**config.mk**
```make
export PLATFORM = sky130hd
export DESIGN_NAME = branch_resolve_predict
export DESIGN_NICKNAME = d
export VERILOG_FILES = /design/src/rtl/branch_pkg.sv /design/src/rtl/branch_cond_eval.sv /design/src/rtl/branch_resolve_predict.sv
export SDC_FILE = /design/constraint.sdc
export NUM_CORES = 1
export LEC_CHECK = 0
export ABC_AREA = 0
export CAP_MARGIN = 0
export CORE_AREA = 2 2 144 146
export DETAILED_ROUTE_END_ITERATION = 10
export DIE_AREA = 0 0 146 148
export GPL_ROUTABILITY_DRIVEN = 0
export PLACE_DENSITY = 0.81
export SYNTH_ARGS = -nofsm -noshare
export SYNTH_HDL_FRONTEND = slang
export SYNTH_SLANG_ARGS = --single-unit
```
**constraint.sdc**
```tcl
create_clock -name clk_i -period 5.9 [get_ports clk_i]
set_input_delay 0.59 -clock clk_i [delete_from_list [all_inputs] [get_ports clk_i]]
set_output_delay 0.59 -clock clk_i [all_outputs]
set_load 0.03 [all_outputs]
```
**src/rtl/branch_pkg.sv**
```systemverilog
// -----------------------------------------------------------------------------
// branch_pkg
// Shared definitions for RV32 branch units:
//   - br_funct3_e : funct3 encodings of the conditional branches
//                   (BR_BEQ, BR_BNE, BR_BLT, BR_BGE, BR_BLTU, BR_BGEU)
//   - idx_width()         : number of index bits needed for a table size
//   - ctr_reset_value()   : weakly-not-taken value of a saturating counter
// -----------------------------------------------------------------------------
package branch_pkg;

  typedef enum logic [2:0] {
    BR_BEQ  = 3'b000,
    BR_BNE  = 3'b001,
    BR_BLT  = 3'b100,
    BR_BGE  = 3'b101,
    BR_BLTU = 3'b110,
    BR_BGEU = 3'b111
  } br_funct3_e;

  // Ceiling log2 for table sizes; callers guarantee entries >= 2.
  function automatic int idx_width(input int entries);
    int w;
    w = 0;
    for (int i = 0; i < 32; i++) begin
      if ((1 << w) < entries) w++;
    end
    return w;
  endfunction

  // Weakly-not-taken: the largest value whose MSB is still 0.
  function automatic int ctr_reset_value(input int ctr_bits);
    return (1 << (ctr_bits - 1)) - 1;
  endfunction

endpackage

```
**src/rtl/branch_cond_eval.sv**
```systemverilog
// -----------------------------------------------------------------------------
// branch_cond_eval
// Combinational RV32 branch-condition evaluator.
// Ports:
//   funct3_i        branch funct3
//   zero_flag_i     ALU zero
//   sign_flag_i     ALU sign
//   carry_flag_i    ALU borrow (unsigned less-than)
//   overflow_flag_i ALU signed overflow
//   taken_o         branch condition holds (0 for illegal encodings)
//   illegal_o       funct3 is 010 or 011
// -----------------------------------------------------------------------------
module branch_cond_eval
  import branch_pkg::*;
(
  input  logic [2:0] funct3_i,
  input  logic       zero_flag_i,
  input  logic       sign_flag_i,
  input  logic       carry_flag_i,
  input  logic       overflow_flag_i,
  output logic       taken_o,
  output logic       illegal_o
);

  logic w_lt_signed;

  // Signed less-than is sign corrected by overflow.
  assign w_lt_signed = sign_flag_i ^ overflow_flag_i;

  always_comb begin
    // NOTE: defaults first so every path assigns every output; otherwise a latch is inferred.
    taken_o   = 1'b0;
    illegal_o = 1'b0;
    case (funct3_i)
      BR_BEQ:  taken_o = zero_flag_i;
      BR_BNE:  taken_o = ~zero_flag_i;
      BR_BLT:  taken_o = w_lt_signed;
      BR_BGE:  taken_o = ~w_lt_signed;
      BR_BLTU: taken_o = carry_flag_i;
      BR_BGEU: taken_o = ~carry_flag_i;
      default: illegal_o = 1'b1;
    endcase
  end

endmodule

```
**src/rtl/branch_resolve_predict.sv**
```systemverilog
// -----------------------------------------------------------------------------
// branch_resolve_predict
// Branch unit: resolves RV32 conditional branches from ALU flags, trains a
// bimodal table of saturating counters, serves a registered prediction lookup
// and counts resolved / mispredicted branches.
// Ports:
//   clk_i, rst_i                       clock, async active-high reset
//   pred_valid_i, pred_pc_i            fetch lookup request
//   pred_valid_o, pred_taken_o         lookup result (1 cycle later)
//   res_valid_i, res_pc_i,
//   res_funct3_i, res_pred_taken_i     resolving branch from execute
//   zero/sign/carry/overflow_flag_i    ALU flags for the resolving branch
//   res_valid_o, res_taken_o,
//   res_mispredict_o, res_illegal_o    resolve result pulses (1 cycle later)
//   branch_cnt_o, mispredict_cnt_o     wrap-around performance counters
// -----------------------------------------------------------------------------
module branch_resolve_predict
  import branch_pkg::*;
#(
  parameter int BHT_ENTRIES = 64,
  parameter int CTR_BITS    = 2,
  parameter int PC_WIDTH    = 32,
  parameter int PC_LSB      = 2,
  parameter int CNT_WIDTH   = 32
) (
  input  logic                 clk_i,
  input  logic                 rst_i,
  input  logic                 pred_valid_i,
  input  logic [PC_WIDTH-1:0]  pred_pc_i,
  output logic                 pred_valid_o,
  output logic                 pred_taken_o,
  input  logic                 res_valid_i,
  input  logic [PC_WIDTH-1:0]  res_pc_i,
  input  logic [2:0]           res_funct3_i,
  input  logic                 res_pred_taken_i,
  input  logic                 zero_flag_i,
  input  logic                 sign_flag_i,
  input  logic                 carry_flag_i,
  input  logic                 overflow_flag_i,
  output logic                 res_valid_o,
  output logic                 res_taken_o,
  output logic                 res_mispredict_o,
  output logic                 res_illegal_o,
  output logic [CNT_WIDTH-1:0] branch_cnt_o,
  output logic [CNT_WIDTH-1:0] mispredict_cnt_o
);

  localparam int                  IDX_W    = idx_width(BHT_ENTRIES);
  localparam logic [CTR_BITS-1:0] CTR_RST  = CTR_BITS'(ctr_reset_value(CTR_BITS));
  localparam logic [CTR_BITS-1:0] CTR_MAX  = {CTR_BITS{1'b1}};

  logic [CTR_BITS-1:0]  r_bht [BHT_ENTRIES];

  logic [IDX_W-1:0]     w_res_idx;
  logic [IDX_W-1:0]     w_pred_idx;
  logic                 w_taken;
  logic                 w_illegal;
  logic                 w_update;
  logic                 w_mispredict;
  logic [CTR_BITS-1:0]  w_ctr_cur;
  logic [CTR_BITS-1:0]  w_ctr_next;
  logic [CTR_BITS-1:0]  w_pred_ctr;
  logic                 w_unused_pc;

  logic                 r_pred_valid;
  logic                 r_pred_taken;
  logic                 r_res_valid;
  logic                 r_res_taken;
  logic                 r_res_mispredict;
  logic                 r_res_illegal;
  logic [CNT_WIDTH-1:0] r_branch_cnt;
  logic [CNT_WIDTH-1:0] r_mispredict_cnt;

  assign w_res_idx  = res_pc_i[PC_LSB +: IDX_W];
  assign w_pred_idx = pred_pc_i[PC_LSB +: IDX_W];

  // Only the index bits matter; fold the rest away.
  assign w_unused_pc = ^{pred_pc_i, res_pc_i};

  branch_cond_eval u_cond (
    .funct3_i        (res_funct3_i),
    .zero_flag_i     (zero_flag_i),
    .sign_flag_i     (sign_flag_i),
    .carry_flag_i    (carry_flag_i),
    .overflow_flag_i (overflow_flag_i),
    .taken_o         (w_taken),
    .illegal_o       (w_illegal)
  );

  assign w_update     = res_valid_i & ~w_illegal;
  assign w_mispredict = (w_taken != res_pred_taken_i) & ~w_illegal;
  assign w_ctr_cur    = r_bht[w_res_idx];

  // Saturating counter step toward the resolved direction.
  always_comb begin
    w_ctr_next = w_ctr_cur;
    if (w_taken) begin
      if (w_ctr_cur != CTR_MAX) w_ctr_next = w_ctr_cur + CTR_BITS'(1);
    end else begin
      if (w_ctr_cur != '0) w_ctr_next = w_ctr_cur - CTR_BITS'(1);
    end
  end

  // Write-first bypass: a lookup hitting the entry being trained this cycle
  // sees the trained value.
  assign w_pred_ctr = (w_update && (w_res_idx == w_pred_idx)) ? w_ctr_next
                                                              : r_bht[w_pred_idx];

  // NOTE: the table is reset explicitly because predictions after reset must
  // start from weakly-not-taken; this keeps it in flops rather than a RAM macro.
  always_ff @(posedge clk_i or posedge rst_i) begin
    if (rst_i) begin
      for (int i = 0; i < BHT_ENTRIES; i++) r_bht[i] <= CTR_RST;
    end else if (w_update) begin
      r_bht[w_res_idx] <= w_ctr_next;
    end
  end

  // NOTE: state uses non-blocking assignments so every register samples
  // pre-edge values regardless of statement order.
  always_ff @(posedge clk_i or posedge rst_i) begin
    if (rst_i) begin
      r_pred_valid     <= 1'b0;
      r_pred_taken     <= 1'b0;
      r_res_valid      <= 1'b0;
      r_res_taken      <= 1'b0;
      r_res_mispredict <= 1'b0;
      r_res_illegal    <= 1'b0;
      r_branch_cnt     <= '0;
      r_mispredict_cnt <= '0;
    end else begin
      r_pred_valid     <= pred_valid_i;
      r_pred_taken     <= pred_valid_i & w_pred_ctr[CTR_BITS-1];
      r_res_valid      <= res_valid_i;
      r_res_taken      <= res_valid_i & w_taken;
      r_res_mispredict <= res_valid_i & w_mispredict;
      r_res_illegal    <= res_valid_i & w_illegal;
      if (w_update) begin
        r_branch_cnt <= r_branch_cnt + CNT_WIDTH'(1);
        if (w_mispredict) r_mispredict_cnt <= r_mispredict_cnt + CNT_WIDTH'(1);
      end
    end
  end

  assign pred_valid_o     = r_pred_valid;
  assign pred_taken_o     = r_pred_taken;
  assign res_valid_o      = r_res_valid;
  assign res_taken_o      = r_res_taken;
  assign res_mispredict_o = r_res_mispredict;
  assign res_illegal_o    = r_res_illegal;
  assign branch_cnt_o     = r_branch_cnt;
  assign mispredict_cnt_o = r_mispredict_cnt;

endmodule

```
==> Word level (Yosys, flattened, before mapping) <==
Cells that the tools add are included.
{ "op_classes": {"add_sub_neg": 4, "n_lt_le_gt_ge": 3, "eq_ne": 8, "n_mux": 15, "bitwise_logic": 12, "n_reduce_logical": 6} }
{ "op_table": {"columns": ["cell", "n"], "rows": [
  ["bitwise mux 128 bit", 1],
  ["adder 32 x 1 -> 32 bit (second input constant)", 2],
  ["binary-select mux 2 bit (select 6 bit)", 2],
  ["two-way mux 2 bit", 9],
  [">= comparator 7 bit (second input constant)", 2],
  ["NOT 6 -> 7 bit", 2],
  ["demux 2 bit (select 6 bit)", 1],
  ["== test 3 bit (second input constant)", 4],
  ["< comparator 7 x 1 -> 1 bit (second input constant)", 1],
  ["AND 1 bit", 6],
  ["== test 6 bit", 1],
  ["one-hot mux 1 bit (6 select lines)", 1],
  ["OR reduction 6 bit", 1],
  ["== test 3 x 1 -> 1 bit (second input constant)", 1],
  ["zero test 3 bit", 1],
  ["NOT 1 bit", 3],
  ["adder 2 x 1 -> 2 bit (second input constant)", 1],
  ["logical AND 1 bit", 2],
  ["inequality test 2 bit (second input constant)", 1],
  ["AND reduction 2 bit", 1],
  ["nonzero test 2 bit", 1],
  ["subtractor 2 x 1 -> 2 bit (second input constant)", 1],
  ["two-way mux 1 bit", 1],
  ["inequality test 1 bit", 1],
  ["XOR 1 bit", 1]
]} }
{ "totals": {"regBits": 198, "out_inout_bits": 70, "word_cells": 120} }

==> Depth between registers and ports, before layout <==
{ "depth": {"depth_word": 9, "ltp_mapped": 12, "ltp_nobuf": 8} }

==> Cells and area by module <==
Synthesis repeated with hierarchy kept, for this count alone.
{ "hier_totals": {"cells_unflattened": 904, "area_unflattened_um2": 10201.0} }
{ "by_module_without_submodules": {"columns": ["mod", "n_inst", "cells_each", "area_each_um2"], "rows": [
  ["branch_resolve_predict", 1, 893, 10122.2],
  ["branch_cond_eval", 1, 11, 78.8]
]} }

==> Worst setup path before layout <==
OpenSTA, ideal clock, no wires.
{ "synth_path": {"kind": "input -> register", "from": "input res_pc_i[3]", "to": "register r_bht[11] (netlist name)", "setup_time_ns": 0.132, "arrival_time_ns": 2.716, "required_ns": 5.768, "path_slack_ns": 3.053, "stages": 9, "n_path_buf": 2, "cell_sequence": "mux2_1 > a221o_1 > a221o_1 > and3_1 > a2111oi_0 > maj3_1 > buf_2 > buf_2 > a21oi_1"} }
{ "synth_between": {"elab_chain_len": 8, "word_cells_on_any_way": 17, "cone_classes": "2 x add/sub; 2 x order compare; 1 x eq/ne; 9 x mux; 1 x bitwise; 2 x reduce/logical"} }
{ "synth_lines": {"columns": ["item", "line", "source"], "rows": [
  ["from (decl)", "branch_resolve_predict.sv:33", "input logic [PC_WIDTH-1:0] res_pc_i,"],
  ["NOT 6 -> 7 bit (not written as such) *", "branch_resolve_predict.sv:92, branch_resolve_predict.sv:115", null],
  ["binary-select mux 2 bit (select 6 bit)", "branch_resolve_predict.sv:92", "assign w_ctr_cur = r_bht[w_res_idx];"],
  ["two-way mux 2 bit (not written as such) (2 in a row)", "branch_resolve_predict.sv:92", null],
  ["subtractor 2 x 1 -> 2 bit (tied with other cells)", "branch_resolve_predict.sv:100", "if (w_ctr_cur != '0) w_ctr_next = w_ctr_cur - CTR_BITS'(1);"],
  ["two-way mux 2 bit, on equally long branches", "branch_resolve_predict.sv:100, branch_resolve_predict.sv:98", null],
  ["two-way mux 2 bit", "branch_resolve_predict.sv:97", "if (w_taken) begin"],
  ["bitwise mux 128 bit *", "branch_resolve_predict.sv:115", "r_bht[w_res_idx] <= w_ctr_next;"],
  ["to (signal, indexed assignment)", "branch_resolve_predict.sv:115", null],
  ["to (decl)", "branch_resolve_predict.sv:52", "logic [CTR_BITS-1:0] r_bht [BHT_ENTRIES];"]
]} }
Every way passes the cells marked *; elsewhere a longest branch is shown, timed or not. The select of a mux whose other input is x is not followed.
A chain may end at the register's enable or synchronous reset.

==> Final worst setup path <==
{ "layout_path": {"from": "input res_pc_i[3]", "to": "register r_bht[111] (netlist name)"} }
Same word-level chain as after synthesis.

==> results.txt <==
DRC viols -> 0
Max Fclk -> 236 MHz
Mean number of vias per cell -> 5.85
Pleak -> 4.64 nW
Maximum clock path buffer count -> 2
Worst supply voltage drop on vdd -> 0.170 mV
HPWL after detailed placement -> 16,500 um
Fill cells -> 1,705
Number of synthesized register bits -> 198
Areal power density over the cells -> 325 nW/um^2
Post-CTS Hold Fix Bufs -> 0
Post-synthesis cell type count -> 57
Count of input and output buffers -> 93
Sinks on Clock Net -> 198
Vias in the first global route -> 7,580
Drt first pass iters -> 5
Post-route fraction of the period consumed by the critical path -> 0.718
Hold WC Path Type -> reg2reg
Number of nets still failing antenna checks after routing -> 0
Layout overhead on the synthesized area -> 17.3%
Final-report hold violation count -> 0
Postcts setup bufs -> 0
Worst Clk Skew -> 0.0121 ns
Net count of the mapped netlist -> 1,022
Chip width -> 146 um
Placeable Area -> 20,000 sq um
Number of enable flip-flop cells after synthesis -> 0
Critical path startpoint category -> input port
Number of ports placed on the die boundary -> 146
Unrepaired setup endpoints after global routing -> no
Global-route wire length before repair -> 39,700 um
Final worst hold slack -> 0.475 ns
Async S/R FF share, synth -> 1.00
Die area -> 21,600 sq um
Worst Setup End Kind -> register
Layout cells sized above 1 -> 0.156
Crit path arrival time -> 4.55 ns
Clock transition at the register clock pins on the worst setup and hold paths after CTS -> 0.07 ns
Most instantiated flip-flop cell in the synthesis netlist -> dfrtp_1
Pin count of the biggest net entering global routing -> 150
Post-layout instance count excluding filler cells -> 1,305
Maximum fanout along the worst path -> 39
Worst flop-to-flop path endpoint -> r_bht[111]
CTS Buf Count -> 17
Synthesis warning total -> 0
Clk root buf -> clkbuf_16
Per-instance average area after synthesis -> 10.3 sq um
Setup_tns -> 0 ns
Placement row count -> 52
Post-Syn Area -> 9710 sq um
Number of antenna cells inserted -> 0
Worst Tran Pin Value -> 1.16 ns
Outcome -> complete, no violations
Class of the most critical setup path -> in2reg
Antenna violations before repair -> 0
Maximum level of the CTS H-tree -> 4
Aggregate global-route resource usage -> 0.230
Hold Crit Depth -> 1
Starting density of the core -> 0.484
Minimum period implied by the final worst setup slack -> 4.24 ns
Area used by sequential logic in the layout -> 5030 sq um
GRT Residual Overflow -> 0
Detail-routed net length per standard cell -> 18.7 um
Register-to-register path setup slack -> 2.53 ns
Max FFs per register -> 128
Final setup violation count -> 0
Portion of the post-synthesis area used by sequential elements -> 0.519
Max Cap Viol -> 0
Number of cells on the worst reg-to-reg path -> 8
Worst path required time -> 6.21 ns
Die Height -> 148 um
Wire length reported by the detailed router -> 24,300 um
Resized Gates After CTS -> 0
Inst Count DP -> 1,273
CTS tree -> done
Critical register-to-register path startpoint -> r_bht[106]
Endpoint of the worst hold-timing path -> branch_cnt_o[31]
Register with the highest flop count -> r_bht
Final Max Slew Viols -> 0
Worst Min Path Start -> branch_cnt_o[31]
Total area of multi-input combinational cells -> 4390 sq um
Worst rel slew slack -> 0.223
Gate count after technology mapping -> 944
Clk Latency, worst-skew pair -> 0.44 ns
DR vias -> 7,633
Number of nets in the final layout -> 1,100
Detailed router's first-iteration violation count -> 884
==> synth_stat cells (all sizes together) (3+ instances only) <==
cell type	n	area share
buf	31	0.020
nand4	19	0.012
clkbuf	12	0.0046
mux4	26	0.060
inv	12	0.0046
and3	19	0.012
a32o	3	0.0031
dfstp	64	0.17
a21oi	136	0.074
nor4	6	0.0039
a221o	3	0.0031
nand2	44	0.017
nand3	37	0.019
nand2b	8	0.0052
xor2	15	0.014
and4	4	0.0036
o221ai	3	0.0027
a32oi	3	0.0027
nor2b	9	0.0058
a22oi	7	0.0054
mux2i	11	0.011
dfrtp	134	0.35
a221oi	11	0.0099
nor2	213	0.082
o21ai	4	0.0021
mux2	18	0.021
xnor2	56	0.051
o211ai	3	0.0023
==> worst max-delay path: stages <==
cell and delay, ns:
buf_2 0.68, buf_4 0.44, nand3b_1 0.57, o2bb2ai_1 0.16
o31ai_1 0.30, a31oi_1 0.14, a2111oi_0 0.38, maj3_2 0.75
buf_4 0.39, a21oi_1 0.12
==> worst max-delay path by stage <==
stage	start	end	slack, ns	depth (start not counted)
floorplan	rst_i	branch_cnt_o[0]	0.02	1
global placement	res_pc_i[3]	r_bht[1]	1.42	10
detailed placement	res_pc_i[3]	r_bht[7]	1.29	10
CTS	res_pc_i[3]	r_bht[111]	1.76	10
global route	res_pc_i[3]	r_bht[35]	1.45	10
finish	res_pc_i[3]	r_bht[111]	1.66	10
==> power breakdown <==
part / leakage (nW) / internal, mW / total, mW / switching, mW
Clock: 0.275 / 0.576 / 1.12 / 0.547
Sequential: 2.44 / 1.62 / 1.80 / 0.180
Combinational: 1.92 / 0.337 / 0.776 / 0.439
Total: 4.64 / 2.53 / 3.69 / 1.17
==> per-layer routing <==
metal	track usage	wire, um
met5	0	0
met4	0.0850	640
met3	0.0481	1690
met2	0.373	12000
met1	0.309	10000
==> placed cells by master (no fill, tap or decap), types with 9 or more instances in the layout <==
cell type / instances
nor2_1: 213
dfrtp_1: 134
a21oi_1: 126
clkdlybuf4s50_1: 92
dfstp_2: 64
xnor2_1: 56
nand2_1: 44
nand3_1: 37
mux4_2: 26
and3_1: 19
nand4_1: 19
clkbuf_16: 17
mux2_2: 15
xor2_1: 15
a221oi_1: 11
mux2i_1: 11
inv_1: 10
a21oi_2: 10
nor2b_1: 9
==> cell type report <==
cell class                      count  area share
Clock inverter                     13     0.00989
Clock buffer                       19      0.0398
Sequential cell                   198       0.442
Multi-Input combinational cell    691       0.385
Inverter                           12     0.00462
Timing Repair Buffer              102      0.0884
Tap cell                          270      0.0297
==> metrics by stage <==
step                      area [sq um]  worst slack [ns]  power, mW   util
after floorplan                   9710            0.0186       2.31      -
after global placement           10800              1.42       2.55  0.540
after detailed placement         10800              1.29       2.59  0.540
after CTS                        11400              1.76       3.71  0.568
after global routing             11400              1.45       3.85  0.568
final                            11400              1.66       3.69  0.568
==> logic make-up after synthesis <==
group,Yosys count,share of synthesized area
and+or+nand+nor,365,0.165
DFF,198,0.519
AOI/OAI and AO/OA,196,0.125
xor gates and xnor gates,71,0.0641
buffers and inverters,55,0.0291
muxes,55,0.0926
adders and majority gates,4,0.00477
No activity file was read; power rests on OpenSTA's default activity.
